File: config.mk
export PLATFORM = sky130hd
export DESIGN_NAME = io_bus_arbiter
export DESIGN_NICKNAME = d
export VERILOG_FILES = /design/src/rtl/io_bus_arbiter_pkg.sv /design/src/rtl/io_bus_arbiter_rr_picker.sv /design/src/rtl/io_bus_arbiter.sv
export SDC_FILE = /design/constraint.sdc
export NUM_CORES = 1
export LEC_CHECK = 0
export BUFFER_PORTS_ARGS = -buffer_cell sky130_fd_sc_hd__buf_4
export CORE_ASPECT_RATIO = 1.75
export CORE_UTILIZATION = 43
export CTS_CLUSTER_DIAMETER = 150
export DETAILED_ROUTE_END_ITERATION = 10
export GPL_TIMING_DRIVEN = 0
export PLACE_DENSITY = 0.8
export SLEW_MARGIN = 20
export SYNTH_ARGS = -nofsm -noshare
export SYNTH_HDL_FRONTEND = slang
export SYNTH_HIERARCHICAL = 1
export SYNTH_SLANG_ARGS = --single-unit
export TNS_END_PERCENT = 100
File: constraint.sdc
create_clock -name clk -period 2.09 [get_ports clk]
set_input_delay 0.1045 -clock clk [delete_from_list [all_inputs] [get_ports clk]]
set_output_delay 0.1045 -clock clk [all_outputs]
set_load 0.05 [all_outputs]
File: src/rtl/io_bus_arbiter_pkg.sv
// Shared types for the user-IO bus arbiter.
// Holds the FSM state enum, size limits and index-width helper.
package io_arb_pkg;

  typedef enum logic [2:0] {
    S_IDLE,
    S_WRITE,
    S_READ,
    S_SAMPLE,
    S_TURN,
    S_DONE
  } io_arb_state_t;

  localparam int MAX_NREQ = 8;
  localparam int MAX_TURN = 7;

  function automatic int idx_w(input int n);
    return (n > 1) ? $clog2(n) : 1;
  endfunction

endpackage

File: src/rtl/io_bus_arbiter_rr_picker.sv
// Round-robin picker: first set req bit after last_i, wrapping.
// Ports: req_i, last_i in; valid_o, idx_o out. Purely combinational.
module rr_picker
  import io_arb_pkg::*;
#(
  parameter int NREQ = 4
) (
  input  logic [NREQ-1:0]        req_i,
  input  logic [idx_w(NREQ)-1:0] last_i,
  output logic                   valid_o,
  output logic [idx_w(NREQ)-1:0] idx_o
);

  localparam int IW = idx_w(NREQ);

  // Walk from the farthest candidate to the nearest so the
  // nearest set bit after last_i is the one left standing.
  always_comb begin
    valid_o = 1'b0;
    idx_o   = '0;
    for (int k = NREQ; k >= 1; k--) begin
      if (req_i[(int'(last_i) + k) % NREQ]) begin
        valid_o = 1'b1;
        idx_o   = IW'((int'(last_i) + k) % NREQ);
      end
    end
  end

endmodule

File: src/rtl/io_bus_arbiter.sv
// Shares one bidirectional pin bus among NREQ requesters.
// Ports: req/we/wdata in, grant/done/rdata out, bus_in/out/oeb/strobe.
module io_bus_arbiter
  import io_arb_pkg::*;
#(
  parameter int NREQ     = 4,
  parameter int DW       = 8,
  parameter int TURN_CYC = 1
) (
  input  logic            clk,
  input  logic            rst_n,
  input  logic [NREQ-1:0] req,
  input  logic [NREQ-1:0] we,
  input  logic [NREQ*DW-1:0] wdata,
  output logic [NREQ-1:0] grant,
  output logic            done,
  output logic [DW-1:0]   rdata,
  input  logic [DW-1:0]   bus_in,
  output logic [DW-1:0]   bus_out,
  output logic [DW-1:0]   bus_oeb,
  output logic            bus_strobe
);

  localparam int IW = idx_w(NREQ);

  io_arb_state_t   state_q;
  logic [IW-1:0]   last_q;
  logic [2:0]      turn_q;
  logic [NREQ-1:0] grant_q;
  logic            done_q;
  logic [DW-1:0]   rdata_q;
  logic [DW-1:0]   bus_out_q;
  logic [DW-1:0]   bus_oeb_q;
  logic            strobe_q;

  logic            pick_v;
  logic [IW-1:0]   pick_idx;
  logic [NREQ-1:0] gnt_oh;
  logic            we_sel;
  logic [DW-1:0]   wd_sel;

  rr_picker #(.NREQ(NREQ)) u_pick (
    .req_i   (req),
    .last_i  (last_q),
    .valid_o (pick_v),
    .idx_o   (pick_idx)
  );

  always_comb begin
    gnt_oh = '0;
    we_sel = 1'b0;
    wd_sel = '0;
    for (int i = 0; i < NREQ; i++) begin
      if (pick_idx == IW'(i)) begin
        gnt_oh[i] = 1'b1;
        we_sel    = we[i];
        wd_sel    = wdata[i*DW +: DW];
      end
    end
  end

  // Outputs are loaded on entry to each state, so the pads
  // only ever see registered values.
  always_ff @(posedge clk or negedge rst_n) begin
    if (!rst_n) begin
      state_q   <= S_IDLE;
      last_q    <= IW'(NREQ - 1);
      turn_q    <= '0;
      grant_q   <= '0;
      done_q    <= 1'b0;
      rdata_q   <= '0;
      bus_out_q <= '0;
      bus_oeb_q <= '1;
      strobe_q  <= 1'b0;
    end else begin
      unique case (state_q)
        S_IDLE: begin
          if (pick_v) begin
            last_q   <= pick_idx;
            grant_q  <= gnt_oh;
            strobe_q <= 1'b1;
            if (we_sel) begin
              bus_out_q <= wd_sel;
              bus_oeb_q <= '0;
              state_q   <= S_WRITE;
            end else begin
              state_q   <= S_READ;
            end
          end
        end
        S_WRITE: begin
          bus_oeb_q <= '1;
          strobe_q  <= 1'b0;
          if (TURN_CYC > 0) begin
            turn_q  <= 3'(TURN_CYC);
            state_q <= S_TURN;
          end else begin
            done_q  <= 1'b1;
            state_q <= S_DONE;
          end
        end
        S_TURN: begin
          if (turn_q <= 3'd1) begin
            turn_q  <= '0;
            done_q  <= 1'b1;
            state_q <= S_DONE;
          end else begin
            turn_q  <= turn_q - 3'd1;
          end
        end
        S_READ: begin
          strobe_q <= 1'b0;
          state_q  <= S_SAMPLE;
        end
        S_SAMPLE: begin
          rdata_q <= bus_in;
          done_q  <= 1'b1;
          state_q <= S_DONE;
        end
        S_DONE: begin
          done_q  <= 1'b0;
          grant_q <= '0;
          state_q <= S_IDLE;
        end
        default: state_q <= S_IDLE;
      endcase
    end
  end

  assign grant      = grant_q;
  assign done       = done_q;
  assign rdata      = rdata_q;
  assign bus_out    = bus_out_q;
  assign bus_oeb    = bus_oeb_q;
  assign bus_strobe = strobe_q;

endmodule

==> flow_summary.toml, run 1 <==
[final_layout]
nFillCells = 323
final_area_um2 = 2620
drive_gt1_share_pct = 51.9
final_common_cell = "buf_4"
fin_cells = 308
n_antenna_cell = 0
final_cell_mix = "89 x buf_4, 28 x dfrtp_1, 15 x mux2_2"
fin_util_pct = 66.4
area_growth_pct = 44.3
fin_nets = 311

[place]
place_area_um2 = 2470
gp_congestion = 0.860
dpl.hpwl_um = 3520
io_buffers = 79
pre_cts_slack_ns = -0.262
placed_cells = 295

[sta]
period_needed_ns = 2.12
worst_pin_slew_ns = 0.800
setup_violations = 4
timing.fmax_mhz = 473
fin_tns_setup_ns = -0.0728
slew_violations = 0
post-route-period-util_pct = 101
timing.hold.ws_ns = 0.0509
rsz0062_at_grt = "yes"
max_slew_margin_pct = 46.5
worst_slack_ns = -0.0256
hold_viol = 0
fin_skew_ns = 0.00556

[pwr]
peakVddDrop_mv = 1.08
power_switching_mw = 2.23
swShare_pct = 49.6
p_per_area_nw_per_um2 = 1720
internal_power_mw = 2.27
comb_power_share_pct = 65.3
cellLeakagePower_nw = 1.25
p_clk_share_pct = 10.1
pwr-share-seq_pct = 24.6
p_total_mw = 4.50

[synthesis]
synth-edff-count = 0
yosysWarnings = 6
postSynthAreaPerCell_um2 = 10.8
syn_inst = 168
ys_ff_latch = 31
yosys_most_used_dff = "dfrtp_1"
syn-cell-area_um2 = 1810
synthDistinctLibCells = 45
ys_seq_area_share_pct = 43.0
async_reset_ff_share_pct = 100
syn-num-nets = 220

[worst_setup_path]
r2r-end = "bus_out[4]$_DFFE_PN0P_"
cp-end-kind = "register"
crit_arrival_ns = 2.28
rrSetupSlack_ns = -0.03
required_ns = 2.26
r2r-start = "last_q[1]$_DFFE_PN1P_"
cp_max_fo = 6
start_kind = "register"
rr_worst_depth = 6
worstSetupPathType = "register to register"

[floorplan]
fp-row-count = 30
initial_core_util_pct = 46.0
die_h_um = 87.9
die_w_um = 51.1
die-area_um2 = 4490
pin_count = 80
core_area_um2 = 3940

[min_path]
whs_path_depth = 2
hp-start = "bus_in[7]"
hold_path_end = "rdata[7]$_DFFE_PN0N_"
hp-class = "input pin to register"

[routing]
drt-total-wl_um = 4700
avgViaCountPerCell = 5.53
ant_nets = 0
vias = 1704
drtIter0Drc = 38
first_pass_iters = 4
route.detailed.drc = 0
post_drt_wl_per_cell_um = 15.2

[outcome]
status = "complete, but fails checks"
violations = "setup timing"

[cts]
insertion_delay_ns = 0.29
htree_levels = 2
cts_sinks = 31
numCtsBuffers = 5
clk_pin_slew_ns = 0.06
cts_tree = "yes"
cts_max_path_buffers = 2
clock-root-buffer = "clkbuf_8"

[job]
cap_violations = 0

[global_route]
grt_antenna_before_repair = 0
grt_usage_pct = 23.2
grt_pass1_vias = 1667
grt_pass1_wl_um = 7580
grt-ovfl-total = 0
grt_start_max_net_pins = 32
-- synth_stat cells (all sizes together) (4+ instances only) --
library cell  instances  area (um2)
a221o                 8        86.3
dfrtp                28         701
inv                   8        30.0
a21oi                 7        38.8
clkbuf                5        18.8
buf                  11        85.1
nand2                13        48.8
mux2i                10         100
nor4                  7        43.8
nand2b                5        31.3
o21ai                 6        30.0
mux2                 15         169
nor2                  4        15.0
-- cell type report --
type	instances	area, um2	area share [%]
Buffer	16	118	4.50
Clock buffer	7	76.3	2.92
Clock inverter	1	5.00	0.191
Inverter	8	30.0	1.15
Multi-Input combinational cell	114	922	35.2
Sequential cell	31	779	29.8
Tap cell	48	60.1	2.30
Timing Repair Buffer	83	626	23.9
-- how the worst max path moves through the flow --
stage | from | endpoint | slack, ns | cells after the start
after floorplan | last_q[1]$_DFFE_PN1P_ | bus_out[2]$_DFFE_PN0P_ | 0.004 | 6
after global placement | last_q[1]$_DFFE_PN1P_ | bus_out[4]$_DFFE_PN0P_ | -0.20 | 6
after detailed placement | last_q[1]$_DFFE_PN1P_ | bus_out[4]$_DFFE_PN0P_ | -0.26 | 6
after CTS | last_q[1]$_DFFE_PN1P_ | bus_out[4]$_DFFE_PN0P_ | -0.02 | 6
after global routing | last_q[1]$_DFFE_PN1P_ | bus_out[7]$_DFFE_PN0P_ | -0.09 | 6
final | last_q[1]$_DFFE_PN1P_ | bus_out[4]$_DFFE_PN0P_ | -0.03 | 6
-- kinds of logic after synthesis --
logic type	count (synthesis)	synth area share, %
buf+inv	24	7.38
flops	31	43.0
fa+ha+maj	2	1.38
simple gates	44	14.4
compound gates	41	17.8
mux	26	16.1
-- sequential cells by signal, summed over array words and instances, names as in the netlist --
signal and cells:
state_q 3, bus_out 8, rdata 8, turn_q 3, bus_strobe 1, done 1
bus_oeb 1, last_q 2, grant 4
-- per-layer routing --
metal	vias up	GRT usage, %	part of all wire (%)
li1	808	-	-
met5	-	0	0
met4	0	11.6	3.2
met2	61	42.0	56
met1	820	24.1	37
met3	15	5.90	4.2
-- critical path: stages (launching register included) --
cell	delay [ns]
dfstp_2	0.56
mux2i_1	0.23
o221ai_2	0.12
buf_6	0.15
mux4_2	0.43
nand2_4	0.10
a221o_2	0.40
-- power groups by stage --
stage / logic [mW] / registers [mW] / clock network, mW
global placement: 2.78 / 1.11 / 0
global route: 3.09 / 1.14 / 0.494
CTS: 2.93 / 1.11 / 0.467
finish: 2.94 / 1.11 / 0.454
detailed placement: 2.83 / 1.11 / 0
floorplan: 1.38 / 1.78 / 0
-- what timing repair did --
action | 4_1_cts | 5_1_grt
setup endpoints to repair | 10 | 9
endpoints found under the hold margin | 28 | 0
hold buffers | 1 | 0
setup buffers | 2 | 1
pin swaps | 7 | 5
gates cloned | 1 | 0
gates resized for setup | 8 | 0
Note: power is estimated with default switching activity, not from simulation.
==> run 2: changes to the inputs <==
--- a/config.mk
+++ b/config.mk
@@ -5,13 +5,13 @@
 export SDC_FILE = /design/constraint.sdc
 export NUM_CORES = 1
 export LEC_CHECK = 0
-export BUFFER_PORTS_ARGS = -buffer_cell sky130_fd_sc_hd__buf_4
+export BUFFER_PORTS_ARGS = -buffer_cell sky130_fd_sc_hd__buf_2
 export CORE_ASPECT_RATIO = 1.75
-export CORE_UTILIZATION = 43
+export CORE_UTILIZATION = 47
 export CTS_CLUSTER_DIAMETER = 150
 export DETAILED_ROUTE_END_ITERATION = 10
 export GPL_TIMING_DRIVEN = 0
-export PLACE_DENSITY = 0.8
+export PLACE_DENSITY = 0.83
 export SLEW_MARGIN = 20
 export SYNTH_ARGS = -nofsm -noshare
 export SYNTH_HDL_FRONTEND = slang
==> constraint.sdc (replaced) <==
create_clock -name clk -period 2.15 [get_ports clk]
set_input_delay 0.1075 -clock clk [delete_from_list [all_inputs] [get_ports clk]]
set_output_delay 0.1075 -clock clk [all_outputs]
set_load 0.05 [all_outputs]
==> run 2 against run 1 <==
Against the previous run: the flow now finishes without violations; critical path depth unchanged; sequential share of layout area up 2.0 points; via count down 2.1%; utilization up 0.60 points; critical path type unchanged; combinational power down 9.9%; sequential cell count unchanged; clock skew down 0.00088 ns.
==> flow_summary.toml, run 2 (same netlist as run 1, synthesis figures left out) <==
[place]
placed_cells = 293
place_area_um2 = 2270
io_buffers = 79
dpl.hpwl_um = 3390
gp_congestion = 0.896

[floorplan]
pin_count = 80
core_area_um2 = 3660
die_w_um = 49.0
fp-row-count = 29
die_h_um = 84.2
die-area_um2 = 4120
initial_core_util_pct = 49.5

[worst_setup_path]
path_delay_family = "multiplexers"
rrSetupSlack_ns = 0.04
cp-end-kind = "register"
r2r-end = "bus_out[7]$_DFFE_PN0P_"
start_kind = "register"
required_ns = 2.32
worstSetupPathType = "register to register"
rr_worst_depth = 6
crit_buf_inv = 1
critPathSlowestCell = "dfstp_2"
crit_chain = "mux2i_1, o221ai_2, buf_6, mux4_2, nand2_4, a221o_2"
r2r-start = "last_q[1]$_DFFE_PN1P_"
crit_arrival_ns = 2.28
critPathMaxStageDelay_ns = 0.55
cp_max_fo = 9

[sta]
hold_viol = 0
slew_violations = 0
worst_pin_slew_ns = 0.685
setup_violations = 0
fin_tns_setup_ns = 0
post-route-period-util_pct = 98.1
timing.fmax_mhz = 474
rsz0062_at_grt = "yes"
max_slew_margin_pct = 54.3
fin_skew_ns = 0.00469
period_needed_ns = 2.11

[routing]
route.detailed.drc = 0
avgViaCountPerCell = 5.45
post_drt_wl_per_cell_um = 14.5
drtIter0Drc = 44
ant_nets = 0
first_pass_iters = 4
drt-total-wl_um = 4440
vias = 1668

[final_layout]
drive_gt1_share_pct = 53.1
regArea_um2 = 779
final_common_cell = "buf_2"
nFillCells = 313
fin_util_pct = 67.0
final_cell_mix = "80 x buf_2, 28 x dfrtp_1, 15 x mux2_2"
fin_nets = 311
n_antenna_cell = 0
multi_input_area_um2 = 917
final_area_um2 = 2450
fin_cells = 306
area_growth_pct = 35.4

[min_path]
hold_path_end = "rdata[6]$_DFFE_PN0N_"
hp-start = "bus_in[6]"
hp-class = "input pin to register"
whs_path_depth = 2

[global_route]
grt_start_max_net_pins = 32
grt_usage_pct = 23.3
grt-ovfl-total = 0
grt_pass1_wl_um = 7290
grt_antenna_before_repair = 0
grt_pass1_vias = 1646

[outcome]
status = "complete, no violations"

[cts]
htree_levels = 2
cts_max_path_buffers = 2
clk_pin_slew_ns = 0.07
insertion_delay_ns = 0.29
cts_sinks = 31
cts_tree = "yes"
numCtsBuffers = 5
clock-root-buffer = "clkbuf_8"

[pwr]
p_total_mw = 4.31
peakVddDrop_mv = 1.08
p_per_area_nw_per_um2 = 1760
cellLeakagePower_nw = 1.20

[job]
cap_violations = 0
-- run 2: cell count changes in the layout (fill, tap and decap cells not counted) --
cell       delta
a31oi_1       -1
a31oi_2       +1
buf_2        +80
buf_4        -78
bufinv_16     +1
clkbuf_1      -2
clkbuf_2      -1
clkbuf_8      +1
nand2_4       -1
o21ai_0       -1
o21ai_1       +1
-- run 2: power by group --
part | switching [mW] | leakage, nW | total [mW] | internal, mW
combinational | 1.71 | 0.766 | 2.65 | 0.938
clock | 0.221 | 0.0612 | 0.596 | 0.375
sequential | 0.195 | 0.375 | 1.07 | 0.871
total | 2.13 | 1.20 | 4.31 | 2.18
-- run 2: area by class of cell --
cell class / instances / share of cell area, %
Clock inverter: 2 / 1.43
Sequential cell: 31 / 31.8
Buffer: 16 / 4.79
Inverter: 8 / 1.22
Timing Repair Buffer: 84 / 17.7
Multi-Input combinational cell: 113 / 37.4
Tap cell: 46 / 2.34
Clock buffer: 6 / 3.36
-- run 2: per-layer routing --
layer  part of all wire, %  global-route usage [%]  wire, um
met4                   2.0                    9.89        87
met3                   3.8                    4.71       168
met2                    58                    45.3      2580
met1                    36                    22.9      1600
met5                     0                       0         0
-- run 2: worst max-delay path by stage --
| stage | start | end | depth (start not counted) |
|---|---|---|---|
| final | last_q[1]$_DFFE_PN1P_ | bus_out[7]$_DFFE_PN0P_ | 6 |
| after floorplan | last_q[1]$_DFFE_PN1P_ | bus_out[3]$_DFFE_PN0P_ | 7 |
| after global routing | last_q[1]$_DFFE_PN1P_ | bus_out[5]$_DFFE_PN0P_ | 8 |
| after CTS | last_q[1]$_DFFE_PN1P_ | bus_out[4]$_DFFE_PN0P_ | 6 |
| after global placement | last_q[1]$_DFFE_PN1P_ | bus_out[5]$_DFFE_PN0P_ | 8 |
| after detailed placement | last_q[1]$_DFFE_PN1P_ | bus_out[4]$_DFFE_PN0P_ | 7 |
-- run 2: what timing repair did --
item                                    in CTS  in global routing
endpoints found under the hold margin       28                  0
endpoints found under the setup margin      10                  8
resized for setup                            8                  3
cloned                                       0                  0
hold buffers                                 1                  0
buffers inserted                             1                  3
pin swaps                                    0                  6
-- run 2: metrics by stage --
step / setup slack, ns / hold WS (ns)
CTS: 0.0231 / 0.0461
global placement: -0.164 / 0.187
floorplan: 0.0118 / -0.188
detailed placement: -0.197 / 0.192
global route: -0.0288 / 0.0443
finish: 0.0413 / 0.0498
